--- config.mk ---
export PLATFORM = sky130hd
export DESIGN_NAME = clk_div_prog
export DESIGN_NICKNAME = d
export VERILOG_FILES = /design/src/rtl/clk_div_pkg.sv /design/src/rtl/clk_div_root_buf.sv /design/src/rtl/clk_div_prog.sv
export SDC_FILE = /design/constraint.sdc
export NUM_CORES = 1
export LEC_CHECK = 0
export BUFFER_PORTS_ARGS = -buffer_cell sky130_fd_sc_hd__buf_2
export CORE_MARGIN = 5
export CORE_UTILIZATION = 64
export DETAILED_ROUTE_END_ITERATION = 12
export GPL_TIMING_DRIVEN = 1
export PLACE_DENSITY = 0.86
export SETUP_SLACK_MARGIN = 0.2
export SLEW_MARGIN = 25
export SYNTH_ARGS = -nofsm -noshare
export SYNTH_HDL_FRONTEND = slang
export SYNTH_HIERARCHICAL = 1
export SYNTH_SLANG_ARGS = --single-unit
--- constraint.sdc ---
create_clock -name clk -period 8.1 [get_ports clk]
set_input_delay 1.215 -clock clk [delete_from_list [all_inputs] [get_ports clk]]
set_output_delay 1.215 -clock clk [all_outputs]
set_load 0.005 [all_outputs]
--- src/rtl/clk_div_pkg.sv ---
// Shared constants and types for the programmable clock divider.
// Imported by clk_div_prog and clk_div_root_buf.
package clk_div_pkg;

  localparam int unsigned DIV_W_DEF = 8;
  localparam int unsigned DIV_MIN = 2;

  typedef logic [DIV_W_DEF-1:0] div_t;

endpackage

--- src/rtl/clk_div_root_buf.sv ---
// Output buffer for the divided clock: a sg13g2_buf_16 root cell when
// CLK_DIV_ROOT_BUF_EN is defined, a plain wire otherwise.
module clk_div_root_buf
  import clk_div_pkg::*;
(
  input  logic A,
  output logic X
);

`ifdef CLK_DIV_ROOT_BUF_EN
  sg13g2_buf_16 clock_root (
    .A(A),
    .X(X)
  );
`else
  assign X = A;
`endif

endmodule

--- src/rtl/clk_div_prog.sv ---
// Programmable clock divider with boundary-synchronous divisor reload.
// Build option: CLK_DIV_ROOT_BUF_EN routes clk_out through a root buffer.
module clk_div_prog
  import clk_div_pkg::*;
#(
  parameter int unsigned DIV_W     = DIV_W_DEF,
  parameter int unsigned DIV_RESET = 2
) (
  input  logic             clk,
  input  logic             rst,
  input  logic             en,
  input  logic             div_load,
  input  logic [DIV_W-1:0] div_i,
  output logic             clk_out,
  output logic             tick,
  output logic             load_ack,
  output logic [DIV_W-1:0] div_q
);

  localparam int unsigned DRST =
    (DIV_RESET < DIV_MIN) ? DIV_MIN : DIV_RESET;
  localparam logic [DIV_W-1:0] DIV_RST_V = DIV_W'(DRST);
  localparam logic [DIV_W-1:0] MIN_V = DIV_W'(DIV_MIN);
  localparam logic [DIV_W-1:0] ONE = DIV_W'(1);

  // Low phase is ceil(D/2) so odd divisors stretch the low half.
  function automatic logic [DIV_W-1:0] low_len(
    input logic [DIV_W-1:0] d
  );
    return (d >> 1) + {{(DIV_W-1){1'b0}}, d[0]};
  endfunction

  logic [DIV_W-1:0] cnt_q, cnt_d;
  logic [DIV_W-1:0] div_d;
  logic [DIV_W-1:0] pval_q, pval_d;
  logic             pend_q, pend_d;
  logic             clk_q, clk_d;
  logic             tick_q, tick_d;
  logic             ack_q, ack_d;
  logic             wrap;

  assign wrap = (cnt_q == div_q - ONE);

  always_comb begin
    cnt_d  = cnt_q;
    div_d  = div_q;
    pval_d = pval_q;
    pend_d = pend_q;
    clk_d  = clk_q;
    tick_d = 1'b0;
    ack_d  = 1'b0;
    if (div_load) begin
      pend_d = 1'b1;
      pval_d = (div_i < MIN_V) ? MIN_V : div_i;
    end
    if (en) begin
      if (wrap) begin
        cnt_d = '0;
        // Only a load captured before this edge is eligible here.
        if (pend_q) begin
          div_d = pval_q;
          ack_d = 1'b1;
          if (!div_load) pend_d = 1'b0;
        end
      end else begin
        cnt_d = cnt_q + ONE;
      end
      clk_d  = (cnt_d >= low_len(div_d));
      tick_d = (cnt_d == div_d - ONE);
    end
  end

  always_ff @(posedge clk) begin
    if (rst) begin
      cnt_q  <= '0;
      div_q  <= DIV_RST_V;
      pval_q <= DIV_RST_V;
      pend_q <= 1'b0;
      clk_q  <= 1'b0;
      tick_q <= 1'b0;
      ack_q  <= 1'b0;
    end else begin
      cnt_q  <= cnt_d;
      div_q  <= div_d;
      pval_q <= pval_d;
      pend_q <= pend_d;
      clk_q  <= clk_d;
      tick_q <= tick_d;
      ack_q  <= ack_d;
    end
  end

  clk_div_root_buf u_root_buf (
    .A(clk_q),
    .X(clk_out)
  );

  assign tick     = tick_q;
  assign load_ack = ack_q;

endmodule

==> impl_results.md, run 1 <==
- Y dimension of the die: 69.16 um
- Port bufs: 22
- Placement Rows: 21
- Fill cell total of the finished layout: 319
- Area enclosed by the die boundary: between 0.004 and 0.005 mm^2
- Delay of the slowest cell on the worst path: 0.44 ns
- H-tree Lvls: 1
- Clock Power Share: 27.2%
- Slew at the pin closest to its max-slew limit: ~0.63 ns
- TritonCTS clock tree: yes
- Run status: finished clean
- Number of nets produced by synthesis: 302
- Clock Root Buffer: sky130_fd_sc_hd__clkbuf_4
- Unrepaired setup endpoints after global routing: false
- Number of detailed-route iterations in the first pass: 5
- Timing-limited maximum frequency: 0.1970 GHz
- Highest-delay cell along the critical path: sky130_fd_sc_hd__dfxtp_1
- Crit path max fanout: 10
- Max Clock Skew: 0.005859 ns
- Vias in the first global route: 1,964
- Category of the critical setup timing path: reg -> reg
- Combinational power share: 27.1%
- Crit path capture type: register
- Data arrival, critical path: 5.29 ns
- Post-synth top flop: sky130_fd_sc_hd__dfxtp_1
- Max-cap viol count: 0
- Area fraction of the dominant cell type after synthesis: 25.03%
- Number of distinct library cells after synthesis: 55
- Total vias in the final route: 2,114
- LEAKAGE: 1.015 nW
- Number of sinks driven by the clock tree: 28
- Top post-synthesis cells by count: sky130_fd_sc_hd__nor2_1, sky130_fd_sc_hd__dfxtp_1, sky130_fd_sc_hd__nand2_1, sky130_fd_sc_hd__nand3_1, sky130_fd_sc_hd__xnor2_1
- Layout overhead on the synthesized area: 6.313%
- Wire length of the first global-routing pass: 9418 um
- Cell internal pwr: between 0.2 and 0.25 mW
- NetSw: 0.1019 mW
- Placed Instance Area: 0.002328 mm^2
- Area contributors post-synth: sky130_fd_sc_hd__dfxtp_1, sky130_fd_sc_hd__ha_1, sky130_fd_sc_hd__xnor2_1, sky130_fd_sc_hd__mux2i_1, sky130_fd_sc_hd__nor2_1
- Kind of start point of the critical path: register
- Wire length per cell after detailed routing: between 15 and 20 um
- Number of buffers added for setup after CTS: 0
- Hold/Removal Path Class: reg -> reg
- I/O pin total: 23
- Sequential area share after synthesis: around 25%
- Power Dens Cells: between 100 and 150 mW/mm^2
- Number of antenna violations at the first check in global routing: 0
- Number of antenna-violating nets in the routed design: 0
- Half-perimeter wire length after detailed placement: 4221 um
- Core Region: approximately 0.0034 mm^2
- DRC violation count after routing: 0
- Clk pin slew, worst setup/hold paths: 0.15 ns
- Setup Total Neg Slack: 0 ns
- Cells traversed along the worst timing path: inv_1, ha_1, o21ba_2, a221o_1, a211oi_2, nand3_1, nor2_2, nor2_1, a21oi_1, inv_1, ha_1, xor2_1, ha_1, a21o_1, a21o_1, a21o_1, a21o_1, a21o_1, a21o_1, a21oi_1, a211oi_1
- Total CTS buffers: 3
- Area leader, netlist: sky130_fd_sc_hd__dfxtp_1
- Most used standard cell by instance count after synthesis: sky130_fd_sc_hd__nor2_1
- Nets@finish: 311
- Count of flip-flops with a built-in enable after synthesis: 0
- Starting density of the core: 66.59%
- Clock insertion delay at the later pin of the skew report: 0.33 ns
- Final global-route overflow total: 0
- Number of cells produced by synthesis: 277
- Register share of total power: between 40% and 50%
- Placer Congestion: roughly 0.95
- Cell seen most often among critical-path stages: sky130_fd_sc_hd__a21o_1
- Share of post-route cells with drive strength above 1: ~14%
- Post-route standard cell area excluding fillers: 0.002381 mm^2
- Total buffers and inverters traversed by the critical path: 2
- GR Util All Layers: 23.84%
- Dominant delay contributor by cell family on the critical path: compound AO/OA/AOI/OAI gates
- Avg Inst Size Synth: just over 8 um^2
- Count of state elements after synthesis: 28
- Ratio of final minimum period to clock period: 62.66%
- Post-Syn Area: 0.002240 mm^2
- Wire length after detailed routing: 5633 um
- Hold Vio Cnt, Final: 0
- Average via count per standard cell: between 6 and 7
- Fraction of registers with async set or reset after synthesis: 0%
- Final setup violation count: 0
- Net switching fraction of the power: 30.20%
- Number of warnings issued by yosys: 6
- Die Wd: 69.16 um
- Count of final max-slew check failures: 0
- Highest ir drop seen on vdd: 0.00009685 V
- Minimum period implied by the final worst setup slack: 5.076 ns
- Headroom to the max-slew limit: 57.41%
- Starting DRC count in detailed routing: 154
- Final antenna diode count: 0
- Maximum number of pins on one net before global-route repair: 26
- Req. time, crit path: around 8.3 ns
- Number of cells upsized or downsized after cts: 0
- Hold Buf Count CTS: 0
- Maximum root-to-sink buffer count: 2
## cells by family (layout without fill, tap and decap cells)
family                     Yosys count  count (layout)  synth area share [%]
buffers and inverters               30              38                 5.531
adders and majority gates           13              13                 7.263
xor gates and xnor gates            28              28                 11.56
DFF                                 28              28                 25.03
and+or+nand+nor                    104             104                 23.63
muxes                               18              18                 9.218
AOI/OAI and AO/OA                   56              56                 17.77
## layout make-up
type	instances	area [um^2]	area share [%]
flip-flops and latches	28	560.5	23.54
clock inverters	1	30.03	1.261
multi-input cells	219	1555	65.32
inverters	12	45.04	1.892
repair buffers	22	110.1	4.624
clock buffers	3	22.52	0.9459
well taps	46	57.56	2.417
## per-stage QoR
| step | util (%) | hold WS, ns | power [mW] | worst slack, ns | std cells |
|---|---|---|---|---|---|
| 6_report | 70.80 | 0.5026 | 0.3374 | 3.024 | 331 |
| 5_1_grt | 70.80 | 0.5453 | 0.3549 | 2.569 | 331 |
| 4_1_cts | 70.80 | 0.4994 | 0.3377 | 3.059 | 331 |
| 3_5_place_dp | 69.23 | 0.4805 | 0.2465 | 3.128 | 327 |
| 3_3_place_gp | 69.23 | 0.4804 | 0.2442 | 3.260 | 327 |
| 2_1_floorplan | - | 0.4634 | 0.2273 | 3.505 | 277 |
## worst reg2reg max path, stage by stage (launching register included)
cell and delay, ns:
sky130_fd_sc_hd__dfxtp_1 0.44, sky130_fd_sc_hd__inv_1 0.10, sky130_fd_sc_hd__ha_1 0.27, sky130_fd_sc_hd__o21ba_2 0.21, sky130_fd_sc_hd__a221o_1 0.36, sky130_fd_sc_hd__a211oi_2 0.41, sky130_fd_sc_hd__nand3_1 0.34, sky130_fd_sc_hd__nor2_2 0.43
sky130_fd_sc_hd__nor2_1 0.07, sky130_fd_sc_hd__a21oi_1 0.24, sky130_fd_sc_hd__inv_1 0.10, sky130_fd_sc_hd__ha_1 0.29, sky130_fd_sc_hd__xor2_1 0.19, sky130_fd_sc_hd__ha_1 0.30, sky130_fd_sc_hd__a21o_1 0.15, sky130_fd_sc_hd__a21o_1 0.16
sky130_fd_sc_hd__a21o_1 0.16, sky130_fd_sc_hd__a21o_1 0.17, sky130_fd_sc_hd__a21o_1 0.17, sky130_fd_sc_hd__a21o_1 0.17, sky130_fd_sc_hd__a21oi_1 0.13, sky130_fd_sc_hd__a211oi_1 0.08
## metal layers
metal  wire length, um  track usage (%)  vias to the layer above
met5                 0                0                        -
met1              2354            30.64                      975
li1                  -                -                     1011
met3               413            2.471                       14
met4               105            9.761                        0
met2              2759            40.47                      114
## power groups by stage
stage	combinational [mW]	sequential [mW]	clock (mW)
after detailed placement	0.0897	0.157	0
after floorplan	0.0746	0.153	0
after global routing	0.102	0.155	0.0975
final	0.0915	0.154	0.0918
after CTS	0.0905	0.154	0.0934
after global placement	0.0875	0.157	0
## flip-flops by register name, summed over array words and instances, names as in the netlist
name,flops
load_ack,1
cnt_q,8
pval_q,8
clk_q,1
pend_q,1
tick,1
div_q,8
## cell usage in the layout (no fill, tap or decap), types with 12 or more instances in the layout
cell / Yosys / routed
sky130_fd_sc_hd__dfxtp_1: 28 / 28
sky130_fd_sc_hd__nor2_1: 32 / 32
sky130_fd_sc_hd__xnor2_1: 17 / 17
sky130_fd_sc_hd__ha_1: 13 / 13
sky130_fd_sc_hd__a21oi_1: 13 / 13
sky130_fd_sc_hd__mux2i_1: 13 / 13
sky130_fd_sc_hd__inv_1: 12 / 12
sky130_fd_sc_hd__nand2_1: 19 / 19
sky130_fd_sc_hd__buf_2: 6 / 22
sky130_fd_sc_hd__nand3_1: 17 / 17
## final timing paths
check	slack, ns	from	cells after the start	endpoint
max	3.02	div_q[0]$_SDFFE_PP0P_	21	clk_q$_SDFFE_PP0P_
min	0.50	clk_q$_SDFFE_PP0P_	2	clk_q$_SDFFE_PP0P_
max reg2reg	3.02	div_q[0]$_SDFFE_PP0P_	21	clk_q$_SDFFE_PP0P_
min reg2reg	0.50	clk_q$_SDFFE_PP0P_	2	clk_q$_SDFFE_PP0P_
Note: power is estimated with default switching activity, not from simulation.
==> run 2: changes to the inputs <==
--- a/config.mk
+++ b/config.mk
@@ -5,12 +5,13 @@
 export SDC_FILE = /design/constraint.sdc
 export NUM_CORES = 1
 export LEC_CHECK = 0
+export ABC_AREA = 1
 export BUFFER_PORTS_ARGS = -buffer_cell sky130_fd_sc_hd__buf_2
 export CORE_MARGIN = 5
-export CORE_UTILIZATION = 64
+export CORE_UTILIZATION = 60
 export DETAILED_ROUTE_END_ITERATION = 12
 export GPL_TIMING_DRIVEN = 1
-export PLACE_DENSITY = 0.86
+export PLACE_DENSITY = 0.81
 export SETUP_SLACK_MARGIN = 0.2
 export SLEW_MARGIN = 25
 export SYNTH_ARGS = -nofsm -noshare
==> constraint.sdc (replaced) <==
create_clock -name clk -period 5 [get_ports clk]
set_input_delay 0.75 -clock clk [delete_from_list [all_inputs] [get_ports clk]]
set_output_delay 0.75 -clock clk [all_outputs]
set_load 0.005 [all_outputs]
==> run 2 against run 1 <==
Cell count up 37%. Die area up 11%. Utilization down 2.6 points. Via count up 15%. Sequential share of layout area down 1.6 points. Clock-buffer cell count unchanged. Non-clock buffer count unchanged.
==> impl_results.md, run 2 <==
- Run status: finished clean (unchanged)
- Compound-gate portion of the synthesized area: 13.99% (was 17.77%)
- Average via count per standard cell: 5.374 (was 6.387)
- Maximum root-to-sink buffer count: 2 (unchanged)
- Post-route standard cell area excluding fillers: 0.002554 mm^2 (was 0.002381 mm^2)
- Final antenna diode count: 0 (unchanged)
- Category of the critical setup timing path: reg -> reg (unchanged)
- Startpoint of the worst-slack reg-to-reg timing path: div_q[0]$_SDFFE_PP0P_ (unchanged)
- Unrepaired setup endpoints after global routing: false (unchanged)
- Number of buffers added for setup after CTS: 0 (unchanged)
- Area fraction of the dominant cell type after synthesis: 23.57% (was 25.03%)
- Number of nets produced by synthesis: 417 (was 302)
- Half-perimeter wire length after detailed placement: 4550 um (was 4221 um)
- Kind of start point of the critical path: register (unchanged)
- Slew at the pin closest to its max-slew limit: 0.6941 ns (was 0.6335 ns)
- Highest ir drop seen on vdd: 0.0001701 V (was 0.00009685 V)
- Ratio of final minimum period to clock period: 79.19% (was 62.66%)
- Share of the core filled with cells: 68.22% (was 70.80%)
- DRC violation count after routing: 0 (unchanged)
- Timing-limited maximum frequency: 0.2526 GHz (was 0.1970 GHz)
- Y dimension of the die: 72.96 um (was 69.16 um)
- Endpoint of the worst-slack reg-to-reg timing path: clk_q$_SDFFE_PP0P_ (unchanged)
- Commonest cells after routing, fill and taps aside: sky130_fd_sc_hd__nand2_1, sky130_fd_sc_hd__inv_1, sky130_fd_sc_hd__nor2_1, sky130_fd_sc_hd__o21ai_0, sky130_fd_sc_hd__nand3_1 (was sky130_fd_sc_hd__nor2_1, sky130_fd_sc_hd__dfxtp_1, sky130_fd_sc_hd__buf_2, sky130_fd_sc_hd__nand2_1)
- Mux share of post-synthesis cell area: 0% (was 9.218%)
- Core Region: 0.003744 mm^2 (was 0.003363 mm^2)
- Cells traversed along the worst timing path: inv_2, ha_1, nand2_1, inv_1, nor2_1, nand2_1, nor2_1, nand3_1, nor2_2, nor2_2, nor2_4, inv_1, ha_1, xor2_1, ha_1, a21boi_0, o21a_1, o21a_1, o211ai_1, a21boi_0, o21ai_0, a21oi_1 (was inv_1, ha_1, o21ba_2, a221o_1, a211oi_2, nand3_1, nor2_2, nor2_1, a21oi_1, inv_1, ha_1, xor2_1, ha_1, a21o_1, a21o_1, a21o_1, a21o_1, a21o_1, a21o_1, a21oi_1, a211oi_1)
- Number of cells produced by synthesis: 392 (was 277)
- Hold Buf Count CTS: 0 (unchanged)
- Fill cell total of the finished layout: 350 (was 319)
- Clock insertion delay at the later pin of the skew report: 0.28 ns (was 0.33 ns)
- I/O pin total: 23 (unchanged)
- Placed Instance Area: 0.002482 mm^2 (was 0.002328 mm^2)
- Count of state elements after synthesis: 28 (unchanged)
- Setup Total Neg Slack: 0 ns (unchanged)
- Top post-synthesis cells by count: sky130_fd_sc_hd__nand2_1, sky130_fd_sc_hd__inv_1, sky130_fd_sc_hd__nor2_1, sky130_fd_sc_hd__o21ai_0, sky130_fd_sc_hd__nand3_1 (was sky130_fd_sc_hd__nor2_1, sky130_fd_sc_hd__dfxtp_1, sky130_fd_sc_hd__nand2_1, sky130_fd_sc_hd__nand3_1, sky130_fd_sc_hd__xnor2_1)
- Number of cells upsized or downsized after cts: 0 (unchanged)
- Avg Inst Size Synth: 6.068 um^2 (was 8.085 um^2)
- Placement Rows: 22 (was 21)
- Worst Setup Slack post-DPL: 1.204 ns (was 3.128 ns)
- Sequential area share after synthesis: 23.57% (was 25.03%)
- Starting density of the core: 63.54% (was 66.59%)
- Clock Root Buffer: sky130_fd_sc_hd__clkbuf_8 (was sky130_fd_sc_hd__clkbuf_4)
- Fraction of registers with async set or reset after synthesis: 0% (unchanged)
- Nets@finish: 432 (was 311)
- Number of cell instances on the worst register-to-register path: 22 (was 21)
- Total vias in the final route: 2,440 (was 2,114)
- Area leader, netlist: sky130_fd_sc_hd__dfxtp_1 (unchanged)
- Cell seen most often among critical-path stages: sky130_fd_sc_hd__ha_1 (was sky130_fd_sc_hd__a21o_1)
- Headroom to the max-slew limit: 53.37% (was 57.41%)
- Wire length after detailed routing: 5928 um (was 5633 um)
- Most used standard cell by instance count after synthesis: sky130_fd_sc_hd__nand2_1 (was sky130_fd_sc_hd__nor2_1)
- Placer Congestion: 0.9067 (was 0.9471)
- Minimum period implied by the final worst setup slack: 3.959 ns (was 5.076 ns)
- Number of detailed-route iterations in the first pass: 5 (unchanged)
- Data arrival, critical path: 4.13 ns (was 5.29 ns)
- Worst-case register-to-register setup slack: 1.04 ns (was 3.02 ns)
- GR Util All Layers: 23.41% (was 23.84%)
- Area contributors post-synth: sky130_fd_sc_hd__dfxtp_1, sky130_fd_sc_hd__nand2_1, sky130_fd_sc_hd__inv_1, sky130_fd_sc_hd__nor2_1, sky130_fd_sc_hd__o21ai_0 (was sky130_fd_sc_hd__dfxtp_1, sky130_fd_sc_hd__ha_1, sky130_fd_sc_hd__xnor2_1, sky130_fd_sc_hd__mux2i_1, sky130_fd_sc_hd__nor2_1)
- Hold Vio Cnt, Final: 0 (unchanged)
- Number of antenna violations at the first check in global routing: 0 (unchanged)
- Area enclosed by the die boundary: 0.005323 mm^2 (was 0.004782 mm^2)
- Total buffers and inverters traversed by the critical path: 3 (was 2)
- Area share of xor/xnor cells in the synthesized design: 4.419% (was 11.56%)
- Final global-route overflow total: 0 (unchanged)
- Post-Syn Area: 0.002379 mm^2 (was 0.002240 mm^2)
- Wire length per cell after detailed routing: 13.06 um (was 17.02 um)
- Number of distinct library cells after synthesis: 35 (was 55)
- Max Clock Skew: 0.006582 ns (was 0.005859 ns)
- Final hold slack: 0.5190 ns (was 0.5026 ns)
- Wire length of the first global-routing pass: 9984 um (was 9418 um)
- Maximum number of pins on one net before global-route repair: 21 (was 26)
- Req. time, crit path: 5.17 ns (was 8.32 ns)
- Setup WS post-layout: 1.041 ns (was 3.024 ns)
- Layout overhead on the synthesized area: 7.365% (was 6.313%)
- Registers with the most flip-flops: cnt_q: 8 flops, div_q: 8 flops, pval_q: 8 flops (unchanged)
- Dominant delay contributor by cell family on the critical path: simple AND/OR/NAND/NOR gates (was compound AO/OA/AOI/OAI gates)
- Number of sinks driven by the clock tree: 28 (unchanged)
- Delay of the slowest cell on the worst path: 0.46 ns (was 0.44 ns)
- Share of post-route cells with drive strength above 1: 14.04% (about the same)
- Number of antenna-violating nets in the routed design: 0 (unchanged)
- Post-synth top flop: sky130_fd_sc_hd__dfxtp_1 (unchanged)
- Combinational family with the most area after synthesis: simple AND/OR/NAND/NOR gates (unchanged)
- Clk pin slew, worst setup/hold paths: 0.10 ns (was 0.15 ns)
- Commonest non-fill, non-tap cell in the layout: sky130_fd_sc_hd__nand2_1 (was sky130_fd_sc_hd__nor2_1)
- Final setup violation count: 0 (unchanged)
- Number of warnings issued by yosys: 6 (unchanged)
- Crit path capture type: register (unchanged)
- Count of final max-slew check failures: 0 (unchanged)
- Power Dens Cells: 254.1 mW/mm^2 (was 141.7 mW/mm^2)
- Starting DRC count in detailed routing: 190 (was 154)
- H-tree Lvls: 1 (unchanged)
- Synth Area in Simple Gates: 37.98% (was 23.63%)
- LEAKAGE: 1.382 nW (was 1.015 nW)
- Vias in the first global route: 2,261 (was 1,964)
- Cell count of the worst hold path: 2 (unchanged)
- Hold EP: pval_q[1]$_SDFFE_PP1P_ (was clk_q$_SDFFE_PP0P_)
- Die Wd: 72.96 um (was 69.16 um)
- Hold Startpoint: pval_q[1]$_SDFFE_PP1P_ (was clk_q$_SDFFE_PP0P_)
- Total CTS buffers: 3 (unchanged)
- Highest-delay cell along the critical path: sky130_fd_sc_hd__dfxtp_1 (unchanged)
- TritonCTS clock tree: yes (unchanged)
- Max-cap viol count: 0 (unchanged)
- Fraction of the mapped netlist area in adder cells: 6.839% (was 7.263%)
- Port bufs: 22 (unchanged)
- Hold/Removal Path Class: reg -> reg (unchanged)
- Crit path max fanout: 11 (was 10)
- Count of flip-flops with a built-in enable after synthesis: 0 (unchanged)
## run 2: logic make-up after synthesis
logic type | count (synthesis)
adders and majority gates | 13
and+or+nand+nor | 199
AOI/OAI and AO/OA | 62
xor gates and xnor gates | 12
DFF | 28
buffers and inverters | 78
## run 2: area by class of cell
cell class / instances / area (um^2) / share of cell area (%)
multi-input cells: 286 / 1504 / 58.89
flip-flops and latches: 28 / 560.5 / 21.95
inverters: 66 / 247.7 / 9.701
repair buffers: 22 / 110.1 / 4.312
well taps: 48 / 60.06 / 2.352
clock buffers: 3 / 41.29 / 1.617
clock inverters: 1 / 30.03 / 1.176
## run 2: how the worst max path moves through the flow
stage | endpoint | cells after the start | start | slack, ns
after floorplan | clk_q$_SDFFE_PP0P_ | 23 | div_q[0]$_SDFFE_PP0P_ | 1.63
after global placement | clk_q$_SDFFE_PP0P_ | 22 | div_q[0]$_SDFFE_PP0P_ | 1.35
after detailed placement | clk_q$_SDFFE_PP0P_ | 22 | div_q[0]$_SDFFE_PP0P_ | 1.20
after CTS | clk_q$_SDFFE_PP0P_ | 22 | div_q[0]$_SDFFE_PP0P_ | 1.15
after global routing | clk_q$_SDFFE_PP0P_ | 22 | div_q[0]$_SDFFE_PP0P_ | 0.69
final | clk_q$_SDFFE_PP0P_ | 22 | div_q[0]$_SDFFE_PP0P_ | 1.04
## run 2: routing by layer
layer	up-vias	wire length, um	GRT usage (%)
li1	1260	-	-
met2	96	2780	39.28
met5	-	0	0
met4	0	90	5.328
met3	10	381	3.444
met1	1074	2675	31.54
## run 2: per-stage QoR
stage,power (mW),instances
2_1_floorplan,0.4203,392
3_3_place_gp,0.4607,450
3_5_place_dp,0.4662,450
4_1_cts,0.6467,454
5_1_grt,0.6940,454
6_report,0.6489,454
## run 2: worst min-delay path: stages (launching register included)
cell and delay (ns):
sky130_fd_sc_hd__dfxtp_1 0.36, sky130_fd_sc_hd__o21ai_0 0.08, sky130_fd_sc_hd__nand2_1 0.06
## run 2: power breakdown
part / leakage, nW / switching [mW] / internal (mW)
Sequential: 0.231 / 0.0187 / 0.237
Clock: 0.0357 / 0.0757 / 0.107
Combinational: 1.11 / 0.134 / 0.0761
==> run 3: changes to the inputs <==
==> constraint.sdc (replaced) <==
create_clock -name clk -period 4.15 [get_ports clk]
set_input_delay 0.6225 -clock clk [delete_from_list [all_inputs] [get_ports clk]]
set_output_delay 0.6225 -clock clk [all_outputs]
set_load 0.005 [all_outputs]
==> run 3 against run 2 <==
Wire length up 0.44%. Total power grew 21%. Sequential power increased by 21%. Critical path type unchanged.
==> impl_results.md, run 3 (synthesis results as in run 2) <==
- Run status: finished clean (unchanged)
- Worst-case register-to-register setup slack: 0.47 ns (was 1.04 ns)
- Worst Setup Slack post-DPL: 0.5400 ns (was 1.204 ns)
- Timing-limited maximum frequency: 0.2720 GHz (was 0.2526 GHz)
- Endpoint of the worst-slack reg-to-reg timing path: clk_q$_SDFFE_PP0P_ (unchanged)
- Clk pin slew, worst setup/hold paths: 0.10 ns (about the same)
- Max Clock Skew: 0.006289 ns (was 0.006582 ns)
- Placer Congestion: 0.8964 (was 0.9067)
- Hold EP: pval_q[1]$_SDFFE_PP1P_ (unchanged)
- H-tree Lvls: 1 (unchanged)
- Final antenna diode count: 0 (unchanged)
- Hold/Removal Path Class: reg -> reg (unchanged)
- Startpoint of the worst-slack reg-to-reg timing path: div_q[0]$_SDFFE_PP0P_ (unchanged)
- Vias in the first global route: 2,418 (was 2,261)
- I/O pin total: 23 (unchanged)
- Kind of start point of the critical path: register (unchanged)
- Area enclosed by the die boundary: 0.005323 mm^2 (unchanged)
- Number of cell instances on the worst register-to-register path: 22 (unchanged)
- Hold Vio Cnt, Final: 0 (unchanged)
- LEAKAGE: 1.403 nW (was 1.382 nW)
- Registers with the most flip-flops: cnt_q: 8 flops, div_q: 8 flops, pval_q: 8 flops (unchanged)
- Slew at the pin closest to its max-slew limit: 0.5920 ns (was 0.6941 ns)
- Category of the critical setup timing path: reg -> reg (unchanged)
- Ratio of final minimum period to clock period: 88.58% (was 79.19%)
- Maximum root-to-sink buffer count: 2 (unchanged)
- Setup WS post-layout: 0.4738 ns (was 1.041 ns)
- Wire length per cell after detailed routing: 13.06 um (about the same)
- DRC violation count after routing: 0 (unchanged)
- Unrepaired setup endpoints after global routing: false (unchanged)
- Clock Root Buffer: sky130_fd_sc_hd__clkbuf_8 (unchanged)
- Final setup violation count: 0 (unchanged)
- Total vias in the final route: 2,468 (was 2,440)
- Req. time, crit path: 4.32 ns (was 5.17 ns)
- Power Dens Cells: 305.7 mW/mm^2 (was 254.1 mW/mm^2)
- Number of sinks driven by the clock tree: 28 (unchanged)
- Commonest cells after routing, fill and taps aside: sky130_fd_sc_hd__nand2_1, sky130_fd_sc_hd__inv_1, sky130_fd_sc_hd__nor2_1, sky130_fd_sc_hd__o21ai_0, sky130_fd_sc_hd__nand3_1 (unchanged)
- Port bufs: 22 (unchanged)
- Half-perimeter wire length after detailed placement: 4660 um (was 4550 um)
- Minimum period implied by the final worst setup slack: 3.676 ns (was 3.959 ns)
- Placement Rows: 22 (unchanged)
- Final global-route overflow total: 0 (unchanged)
- Number of detailed-route iterations in the first pass: 7 (was 5)
- Commonest non-fill, non-tap cell in the layout: sky130_fd_sc_hd__nand2_1 (unchanged)
- Highest ir drop seen on vdd: 0.0002590 V (was 0.0001701 V)
- TritonCTS clock tree: yes (unchanged)
- Setup Total Neg Slack: 0 ns (unchanged)
- Layout overhead on the synthesized area: 8.206% (was 7.365%)
- Core Region: 0.003744 mm^2 (unchanged)
- Share of post-route cells with drive strength above 1: 14.46% (was 14.04%)
- Count of final max-slew check failures: 0 (unchanged)
- Clock insertion delay at the later pin of the skew report: 0.28 ns (about the same)
- Number of cells upsized or downsized after cts: 0 (unchanged)
- Average via count per standard cell: 5.412 (was 5.374)
- Starting DRC count in detailed routing: 168 (was 190)
- Number of antenna violations at the first check in global routing: 0 (unchanged)
- Max-cap viol count: 0 (unchanged)
- Maximum number of pins on one net before global-route repair: 21 (unchanged)
- Wire length of the first global-routing pass: 10,360 um (was 9984 um)
- Number of antenna-violating nets in the routed design: 0 (unchanged)
- Nets@finish: 434 (was 432)
- Hold Buf Count CTS: 0 (unchanged)
- Total CTS buffers: 3 (unchanged)
- Number of buffers added for setup after CTS: 0 (unchanged)
- Headroom to the max-slew limit: 60.49% (was 53.37%)
- Crit path capture type: register (unchanged)
- Y dimension of the die: 72.96 um (unchanged)
- Die Wd: 72.96 um (unchanged)
- Hold Startpoint: pval_q[1]$_SDFFE_PP1P_ (unchanged)
- Setup crit start: div_q[0]$_SDFFE_PP0P_ (unchanged)
- Crit path max fanout: 6 (was 11)
- Cell count of the worst hold path: 2 (unchanged)
- Starting density of the core: 63.54% (unchanged)
- Data arrival, critical path: 3.85 ns (was 4.13 ns)
- Wire length after detailed routing: 5954 um (was 5928 um)
- GR Util All Layers: 24.10% (was 23.41%)
==> run 3: cell types whose count changed in the layout (fill, tap and decap cells not counted) <==
cell | previous run | this run
sky130_fd_sc_hd__buf_4 | 0 | 2
sky130_fd_sc_hd__nand2_2 | 11 | 10
sky130_fd_sc_hd__nand2_4 | 0 | 1
==> run 3: how the worst max path moves through the flow <==
stage | endpoint | slack (ns) | cells past startpoint
after global routing | clk_q$_SDFFE_PP0P_ | 0.21 | 22
after global placement | clk_q$_SDFFE_PP0P_ | 0.69 | 20
after floorplan | clk_q$_SDFFE_PP0P_ | 0.78 | 23
final | clk_q$_SDFFE_PP0P_ | 0.47 | 22
after detailed placement | clk_q$_SDFFE_PP0P_ | 0.54 | 22
after CTS | clk_q$_SDFFE_PP0P_ | 0.50 | 22
==> run 3: layout make-up <==
class / instances / area, um^2
multi-input cells: 286 / 1509
fillers: 371 / 1170
flip-flops and latches: 28 / 560.5
inverters: 66 / 247.7
repair buffers: 24 / 125.1
well taps: 48 / 60.06
clock buffers: 3 / 41.29
clock inverters: 1 / 30.03
==> run 3: worst max-delay path, cell delays in order (launching register included) <==
cell	delay [ns]
sky130_fd_sc_hd__dfxtp_1	0.44
sky130_fd_sc_hd__inv_2	0.09
sky130_fd_sc_hd__ha_1	0.32
sky130_fd_sc_hd__nand2_1	0.07
sky130_fd_sc_hd__inv_1	0.04
sky130_fd_sc_hd__nor2_1	0.07
sky130_fd_sc_hd__nand2_1	0.11
sky130_fd_sc_hd__nor2_1	0.12
sky130_fd_sc_hd__nand3_1	0.11
sky130_fd_sc_hd__nor2_2	0.23
sky130_fd_sc_hd__nor2_2	0.08
sky130_fd_sc_hd__nor2_4	0.16
sky130_fd_sc_hd__inv_1	0.09
sky130_fd_sc_hd__ha_1	0.21
sky130_fd_sc_hd__xor2_1	0.17
sky130_fd_sc_hd__ha_1	0.27
sky130_fd_sc_hd__a21boi_0	0.12
sky130_fd_sc_hd__o21a_1	0.17
sky130_fd_sc_hd__o21a_1	0.17
sky130_fd_sc_hd__o211ai_1	0.15
sky130_fd_sc_hd__a21boi_0	0.10
sky130_fd_sc_hd__o21ai_0	0.19
sky130_fd_sc_hd__a21oi_1	0.09
==> run 3: layer usage <==
metal	share of wire, %	up-vias	wire length, um	global-route usage [%]
met5	0	-	0	0
met4	1.7	0	104	6.352
met3	7.0	12	419	3.581
met2	49	81	2919	42.18
met1	42	1115	2511	30.67
li1	-	1260	-	-
==> run 3: metrics by stage <==
step           utilization, %  total power, mW  hold slack, ns  std cells  area [um^2]
4_1_cts                 68.62           0.7842          0.4984        456         2569
3_5_place_dp            66.71           0.5636          0.4716        452         2497
3_3_place_gp            66.71           0.5565          0.4678        452         2497
2_1_floorplan               -           0.5064          0.4359        392         2379
5_1_grt                 68.75           0.8416          0.5138        456         2574
6_report                68.75           0.7869          0.5021        456         2574
==> run 3: power by group <==
group          total (mW)  internal, mW  switching [mW]
clock network       0.223         0.129          0.0940
logic               0.255        0.0937           0.161
registers           0.309         0.286          0.0225
